--- config.mk ---
export PLATFORM = sky130hd
export DESIGN_NAME = writeback_arbiter
export DESIGN_NICKNAME = d
export VERILOG_FILES = /design/src/rtl/writeback_arbiter.sv
export SDC_FILE = /design/constraint.sdc
export NUM_CORES = 1
export LEC_CHECK = 0
export ABC_AREA = 1
export CORE_MARGIN = 2
export CORE_UTILIZATION = 40
export CTS_CLUSTER_SIZE = 20
export DETAILED_ROUTE_END_ITERATION = 16
export PLACE_DENSITY_LB_ADDON = 0.1
export SYNTH_ARGS = -nofsm -noshare
export SYNTH_HDL_FRONTEND = slang
export SYNTH_SLANG_ARGS = --single-unit
--- constraint.sdc ---
create_clock -name clk_i -period 4.2 [get_ports clk_i]
set_clock_uncertainty 0.2 [all_clocks]
set_input_delay 0.42 -clock clk_i [delete_from_list [all_inputs] [get_ports clk_i]]
set_output_delay 0.42 -clock clk_i [all_outputs]
set_load 0.03 [all_outputs]
--- src/rtl/writeback_arbiter.sv ---
// Writeback arbiter: merges ALU and load-unit results into one register-file write port.
// Latency: an offer accepted at edge k into an empty queue writes during cycle k+1.
// Backpressure: a 2-entry queue; both READYs drop when it is full, HOLD stalls the write port.
//
// Ports:
//   clk_i, reset_i                      - clock, synchronous active-high reset
//   alu_valid_i/alu_rd_i/alu_data_i     - ALU result offer, alu_ready_o accepts it
//   mem_valid_i/mem_rd_i/mem_data_i     - load-unit result offer, mem_ready_o accepts it
//   hold_i                              - register-file write port unavailable
//   rd_o/rd_data_o/write_enable_o       - register-file write port (queue head)
//   q1_i/q2_i, fwd*_hit_o/fwd*_data_o   - forwarding lookups against queued entries
//   pending_o                           - number of queued writes (0..2)

module writeback_arbiter (
  input  logic        clk_i,
  input  logic        reset_i,
  input  logic        alu_valid_i,
  input  logic [4:0]  alu_rd_i,
  input  logic [31:0] alu_data_i,
  output logic        alu_ready_o,
  input  logic        mem_valid_i,
  input  logic [4:0]  mem_rd_i,
  input  logic [31:0] mem_data_i,
  output logic        mem_ready_o,
  input  logic        hold_i,
  output logic [4:0]  rd_o,
  output logic [31:0] rd_data_o,
  output logic        write_enable_o,
  input  logic [4:0]  q1_i,
  input  logic [4:0]  q2_i,
  output logic        fwd1_hit_o,
  output logic [31:0] fwd1_data_o,
  output logic        fwd2_hit_o,
  output logic [31:0] fwd2_data_o,
  output logic [1:0]  pending_o
);

  // Queue storage; contents are only meaningful for live slots, so no reset.
  logic [4:0]  ent_rd_q   [2];
  logic [31:0] ent_data_q [2];

  logic        rd_ptr_q, rd_ptr_d;
  logic        wr_ptr_q, wr_ptr_d;
  logic [1:0]  count_q,  count_d;
  logic [2:0]  starve_q, starve_d;

  logic        accept_ok;
  logic        alu_priority;
  logic        alu_grant;
  logic        mem_grant;
  logic        push;
  logic        pop;
  logic [4:0]  push_rd;
  logic [31:0] push_data;

  // Slot views: "old" is the head, "young" is the slot behind it.
  logic        old_live;
  logic        young_live;
  logic [4:0]  old_rd;
  logic [31:0] old_data;
  logic [4:0]  young_rd;
  logic [31:0] young_data;
  logic [32:0] fwd1_res;
  logic [32:0] fwd2_res;

  // Youngest match wins so a later write to the same register shadows an older one.
  function automatic logic [32:0] fwd_lookup(
    input logic [4:0]  q,
    input logic        y_live,
    input logic [4:0]  y_rd,
    input logic [31:0] y_data,
    input logic        o_live,
    input logic [4:0]  o_rd,
    input logic [31:0] o_data
  );
    logic [32:0] res;
    res = '0;
    if (q != 5'd0) begin
      if (y_live && (y_rd == q)) begin
        res = {1'b1, y_data};
      end else if (o_live && (o_rd == q)) begin
        res = {1'b1, o_data};
      end
    end
    return res;
  endfunction

  // ------------------------------------------------------------------
  // Grant and queue control
  // ------------------------------------------------------------------
  always_comb begin
    // Acceptance looks only at the registered occupancy; a pop in the same
    // cycle does not open a slot early, which keeps READY free of HOLD.
    accept_ok    = !reset_i && (count_q != 2'd2);
    alu_priority = (starve_q >= 3'd4);

    mem_grant = accept_ok && mem_valid_i && !(alu_valid_i && alu_priority);
    alu_grant = accept_ok && alu_valid_i && (!mem_valid_i || alu_priority);

    push_rd   = mem_grant ? mem_rd_i   : alu_rd_i;
    push_data = mem_grant ? mem_data_i : alu_data_i;

    // Writes to x0 complete the handshake but never occupy the queue.
    push = (mem_grant || alu_grant) && (push_rd != 5'd0);
    pop  = !reset_i && (count_q != 2'd0) && !hold_i;

    rd_ptr_d = pop  ? ~rd_ptr_q : rd_ptr_q;
    wr_ptr_d = push ? ~wr_ptr_q : wr_ptr_q;

    count_d = count_q;
    case ({push, pop})
      2'b10:   count_d = count_q + 2'd1;
      2'b01:   count_d = count_q - 2'd1;
      default: count_d = count_q;
    endcase

    // Starvation counter saturates at 7; priority kicks in from 4 upward so
    // a full queue cannot make ALU miss its turn.
    starve_d = starve_q;
    if (!alu_valid_i || alu_grant) begin
      starve_d = 3'd0;
    end else if (starve_q != 3'd7) begin
      starve_d = starve_q + 3'd1;
    end
  end

  always_ff @(posedge clk_i) begin
    if (reset_i) begin
      rd_ptr_q <= 1'b0;
      wr_ptr_q <= 1'b0;
      count_q  <= 2'd0;
      starve_q <= 3'd0;
    end else begin
      rd_ptr_q <= rd_ptr_d;
      wr_ptr_q <= wr_ptr_d;
      count_q  <= count_d;
      starve_q <= starve_d;
    end
  end

  always_ff @(posedge clk_i) begin
    if (push) begin
      ent_rd_q[wr_ptr_q]   <= push_rd;
      ent_data_q[wr_ptr_q] <= push_data;
    end
  end

  // ------------------------------------------------------------------
  // Write port and forwarding
  // ------------------------------------------------------------------
  always_comb begin
    // Gating with reset hides stale occupancy during the reset cycle itself.
    old_live   = !reset_i && (count_q != 2'd0);
    young_live = !reset_i && (count_q == 2'd2);

    old_rd     = ent_rd_q[rd_ptr_q];
    old_data   = ent_data_q[rd_ptr_q];
    young_rd   = ent_rd_q[~rd_ptr_q];
    young_data = ent_data_q[~rd_ptr_q];

    fwd1_res = fwd_lookup(q1_i, young_live, young_rd, young_data, old_live, old_rd, old_data);
    fwd2_res = fwd_lookup(q2_i, young_live, young_rd, young_data, old_live, old_rd, old_data);
  end

  assign alu_ready_o    = alu_grant;
  assign mem_ready_o    = mem_grant;
  assign write_enable_o = pop;
  assign rd_o           = old_live ? old_rd   : 5'd0;
  assign rd_data_o      = old_live ? old_data : 32'd0;
  assign fwd1_hit_o     = fwd1_res[32];
  assign fwd1_data_o    = fwd1_res[31:0];
  assign fwd2_hit_o     = fwd2_res[32];
  assign fwd2_data_o    = fwd2_res[31:0];
  assign pending_o      = count_q;

endmodule

Word-level counts from Yosys, hierarchy flattened
Memories as Yosys holds them, arrays and structs flattened. A register that Yosys moved wholly into a read port is not among the register bits. Cells that the tools add are included.

Memory bits (writable): 74. Output and inout port bits: 108. Bits of input ports: 89. Memories kept: 2. Flip-flop bits (word level): 7. Word-level logic and storage cells: 66.

Reduce and logical (&&, ||, !) cells: 28. Add/subtract/negate cells: 3. Mux-type cells: 17. Magnitude comparators: 1. Equality and inequality tests: 9. Bitwise gates (word level): 2.

Memory list: ent_data_q (words 2, bits a word 32, read ports 2, clocked after memory_dff 1, write ports 1, line 40) `logic [31:0] ent_data_q [2];`; ent_rd_q (words 2, bits a word 5, read ports 2, clocked after memory_dff 1, write ports 1, line 39) `logic [4:0] ent_rd_q [2];`.

Operators by type and width (count): 2-to-1 mux 33 bit (6); 2-to-1 mux 32 bit (2); equality test 5 bit (4); nonzero test 5 bit (3); logical AND 1 bit (14); 2-to-1 mux 5 bit (2); 2-to-1 mux 1 bit (6); logical NOT 1 bit (5); equality test 2 bit, second input constant (2); case mux 2 bit (2 select lines) (1); nonzero test 2 bit (2); adder 3 x 1 -> 3 bit, second input constant (1); >= comparator 3 bit, second input constant (1); logical OR 1 bit (3); != test 3 bit, second input constant (1); adder 2 x 1 -> 2 bit, second input constant (1); equality test 2 x 1 -> 1 bit, second input constant (1); != test 2 bit, second input constant (1); NOT 1 bit (2); OR reduction 2 bit (1); subtractor 2 x 1 -> 2 bit, second input constant (1).

Longest topological paths before layout
Word-level depth: 9. Mapped depth: 15. Depth with buffers taken out: 15.

Worst setup path before layout
No wires, ideal clock.

Path kind: flip-flop to flip-flop. Start point: reg count_q[0] (netlist: pending_o[0]). End point: mem ent_data_q[0][0] (enable). Stages on the path, launching flop included: 9. Path buffers: 0. Library setup time: 0.431 ns. Required time: 3.569 ns. Period minus slack after synthesis: 4.088 ns. Arrival time: 3.457 ns. Setup slack: 0.112 ns. Path through: dfxtp_1 -> inv_2 -> nand2_1 -> nand2_1 -> a211oi_1 -> nor2_1 -> inv_1 -> nand2_1 -> nor2_1.

Elaborated cells between the ends (all ways): 12. Those cells by class: eq/ne (1); mux (3); reduce/logical (8).

RTL lines: start: declaration (line 44) `logic [1:0] count_q, count_d;`; start signal: assignment (line 136) `count_q <= count_d;`; != test 2 bit (line 94) `accept_ok = !reset_i && (count_q != 2'd2);`; logical AND 1 bit (line 94); logical AND 1 bit (2 in series) (line 98) `alu_grant = accept_ok && alu_valid_i && (!mem_valid_i || alu_priority);`; named net alu_ready_o (line 20) `output logic alu_ready_o,`; logical OR 1 bit (line 104) `push = (mem_grant || alu_grant) && (push_rd != 5'd0);`; logical AND 1 bit (line 104); 2-to-1 mux 1 bit (line 142) `if (push) begin`; 2-to-1 mux 1 bit (implied by the code) (line 144) `ent_data_q[wr_ptr_q] <= push_data;`; end: declaration (line 40).

The timed path passes the listed nets, and every way through them passes these cells.

Worst setup path after layout
Start point: reg rd_ptr_q. End point: out fwd2_data_o[14].

Longest elaborated chain between the ends: 6. Elaborated cells between the ends (all ways): 7. Those cells by class: eq/ne (1); mux (2); bitwise (1); reduce/logical (1); memory (2).

RTL lines: start: declaration (line 42) `logic rd_ptr_q, rd_ptr_d;`; start signal: assignment (line 134) `rd_ptr_q <= rd_ptr_d;`; NOT 1 bit * (line 158, 159); memory read (2 x 5 bit); equality test 5 bit (line 79) `if (y_live && (y_rd == q)) begin`; logical AND 1 bit (line 79); 2-to-1 mux 33 bit * (line 79); 2-to-1 mux 33 bit * (line 78) `if (q != 5'd0) begin`; end: declaration (line 34) `output logic [31:0] fwd2_data_o,`.

Mark *: on every way between the ends. The rest lies on a longest branch, timed or not.

==> run summary <==
Boundary pin count -> 197
Vias in the first global route -> 5223
Cells after synthesis -> 831
Rel. slew slack -> 43.6%
Synthesis-stage register bit count -> 82
Worst-Skew Late Latency -> 0.33 ns
Final Cell Area -> 7970 um2
Hold/Removal Path Class -> reg2reg
Die span in y -> 124 um
Cell row count -> 43
Initial antenna violation count -> 0
Avg Cell Area, Syn -> 6.90 um2
Max_cap viols -> 0
Status -> complete, no violations
Post-CTS Resized -> 0
CTS Root Cell -> clkbuf_16
# hold bufs at CTS -> 0
Share of total power in combinational logic -> 28.0%
Worst IR Drop VDD -> 0.192 mV
Fmax -> 0.287 GHz
Via density -> 4.80
Net Switching -> 747 uW
Hold depth -> 2
CTS clk-pin slew, worst paths -> 0.06 ns
Routed Antenna Nets -> 0
Critical path type -> reg2out
Die Wd -> 124 um
Seq/Total Area, Yosys -> 41.6%
Synth unique cells -> 29
Crit. End Element -> output pin
Leakage -> 0.00353 uW
Total Wirelength -> 16700 um
DRC viols -> 0
CP required -> 3.58 ns
Port buffer count -> 196
Worst reg2reg path depth -> 11
Drt wl/cell -> 14.1 um
CP most frequent cell -> nand2_1
Crit path DAT -> 2.87 ns
Post-Syn Nets -> 923
Layout area overhead -> 39.1%
Gr ovfl total -> 0
H-Tree Depth -> 3
Power Total -> 2430 uW
Sequential Power Share -> 41.3%
Die area -> 15300 um2
Initial core utilization -> 41.1%
Power density cells -> 304 nW/um2
Hold Vio Cnt, Final -> 0
Ys Warns -> 0
Tot GR Track Use -> 22.2%
Min Clock Period, post-route -> 3.49 ns
Final #Nets -> 1095
Switching Share -> 30.8%
Post-Syn Area -> 5730 um2
Vias -> 5702
Total CTS buffers -> 9
Hold WS -> 0.273 ns
Layout cells sized above 1 -> 14.4%
Worst path max stage delay -> 0.72 ns
Clock Sinks -> 82
# setup viols final -> 0
GP Congestion -> 0.851
RSZ-0062 raised after global routing -> false
Worst-path maximum fanout -> 33
Slew Viols, Final -> 0
Detailed-placement wirelength estimate -> 11900 um
Diodes inserted -> 0
Post-route setup slack -> 0.715 ns
First-pass DRT Iterations -> 5
Largest net degree at the start of global routing -> 48
Clock share of power -> 30.7%
P_int -> 1680 uW
Crit path max-delay cell type -> dfxtp_2
Setup Buffers After CTS -> 0
Post-route setup TNS -> 0 ns
Critical Path Source Type -> flop
Slew @ Worst Pin -> 0.847 ns
First-pass GRT wire length -> 26300 um
CTS tree -> yes
Post-route clock period utilization -> 83.0%
Iter 0 DRT Violations -> 308
Critical Path, Cell by Cell -> inv_2 -> nand2_1 -> nand2_1 -> nand2_1 -> nand4_1 -> nor2_4 -> nand2_2 -> nand2_2 -> nand2_4 -> nor2_2 -> buf_12
Cell area after placement -> 7700 um2
Placement Setup Slack -> 0.815 ns
Max Buffers Root-to-Sink -> 2
Core Area -> 13900 um2
==> worst paths after layout <==
kind                             startpoint                end  slack, ns
worst max-delay path               rd_ptr_q    fwd2_data_o[14]       0.71
worst min-delay path            starve_q[1]        starve_q[1]       0.27
worst max register to register  starve_q[2]  ent_data_q[0][21]       1.37
worst min register to register  starve_q[1]        starve_q[1]       0.27
==> cells in the final DEF, fill, tap and decap left out, types with 3 or more instances in the layout <==
cell / instances
a21oi_1: 10
buf_12: 4
buf_4: 76
clkbuf_16: 9
clkdlybuf4s50_1: 130
clkinv_1: 3
dfxtp_1: 6
edfxtp_1: 74
ha_1: 3
inv_1: 61
inv_2: 9
nand2_1: 318
nand3_1: 3
nand3b_1: 32
nor2_1: 97
nor2_2: 29
nor2_4: 4
o21ai_0: 73
o21ai_1: 36
o21ai_2: 6
xor2_1: 5
==> flip-flops by register name, indices dropped and copies added, names as in the netlist, named ones only <==
register	cells
wr_ptr_q	1
rd_ptr_q	1
starve_q	3
pending_o	2
ent_data_q	64
ent_rd_q	10
==> critical path, delay by kind of cell (launching register included) <==
family | cells | cell delay [ns]
simple gates | 9 | 1.55
flops | 1 | 0.72
buf+inv | 2 | 0.24
==> routing by layer <==
| metal | vias to the layer above | share of wire, % | global-route usage [%] |
|---|---|---|---|
| met5 | - | 0 | 0 |
| met4 | 0 | 1.1 | 6.04 |
| met3 | 12 | 7.6 | 4.30 |
| met2 | 182 | 48 | 37.8 |
| met1 | 2516 | 44 | 28.9 |
| li1 | 2992 | - | - |
==> power groups by stage <==
stage	Sequential, uW	Clock, uW	Combinational [uW]
2_1_floorplan	1010	0	419
3_3_place_gp	1020	0	679
3_5_place_dp	1020	0	681
4_1_cts	1000	756	685
5_1_grt	1010	787	757
6_report	1000	745	680
==> cell families (layout without fill, tap and decap cells) <==
kind of cell | count (synthesis) | after routing | share of synthesized area (%)
buffers and inverters | 119 | 295 | 8.73
and+or+nand+nor | 490 | 490 | 36.1
DFF | 82 | 82 | 41.6
xor gates and xnor gates | 7 | 7 | 1.07
adders and majority gates | 3 | 3 | 0.655
AOI/OAI and AO/OA | 130 | 130 | 11.9
==> through the flow <==
step	utilization, %	instances
floorplan	-	831
global route	57.2	1187
CTS	57.2	1187
detailed placement	55.2	1172
global placement	55.2	1172
finish	57.2	1187
==> area by class of cell <==
type,count,area [um2]
sequential,82,2380
timing repair buffer,210,1950
clock inverter,5,46.3
inverter,70,263
tap,180,225
multi-input combinational,630,2870
clock buffer,10,229
fill,1336,5960
==> synth_stat cells <==
| cell type | n | area (um2) |
|---|---|---|
| buf_6 | 4 | 45.0 |
| buf_1 | 2 | 7.51 |
| nand2_1 | 318 | 1190 |
| o21ai_0 | 73 | 365 |
| inv_2 | 8 | 30.0 |
| nand3_1 | 4 | 20.0 |
| nand2_2 | 2 | 12.5 |
| nor2_1 | 99 | 372 |
| nor2_4 | 1 | 11.3 |
| xor2_1 | 5 | 43.8 |
| xnor2_1 | 2 | 17.5 |
| nand3b_1 | 32 | 240 |
| o211ai_1 | 1 | 7.51 |
| a21oi_1 | 10 | 50.1 |
| buf_2 | 19 | 95.1 |
| o21bai_1 | 1 | 7.51 |
| a211oi_1 | 1 | 7.51 |
| ha_1 | 3 | 37.5 |
| or2_1 | 1 | 6.26 |
| inv_1 | 62 | 233 |
| o21ai_2 | 6 | 52.6 |
| o21ai_1 | 36 | 180 |
| o22ai_1 | 2 | 12.5 |
| dfxtp_1 | 8 | 160 |
| nor2_2 | 30 | 188 |
| clkbuf_1 | 24 | 90.1 |
| nand2_4 | 1 | 11.3 |
| edfxtp_1 | 74 | 2220 |
| nand4_1 | 2 | 12.5 |
No activity file was read; power rests on OpenSTA's default activity.
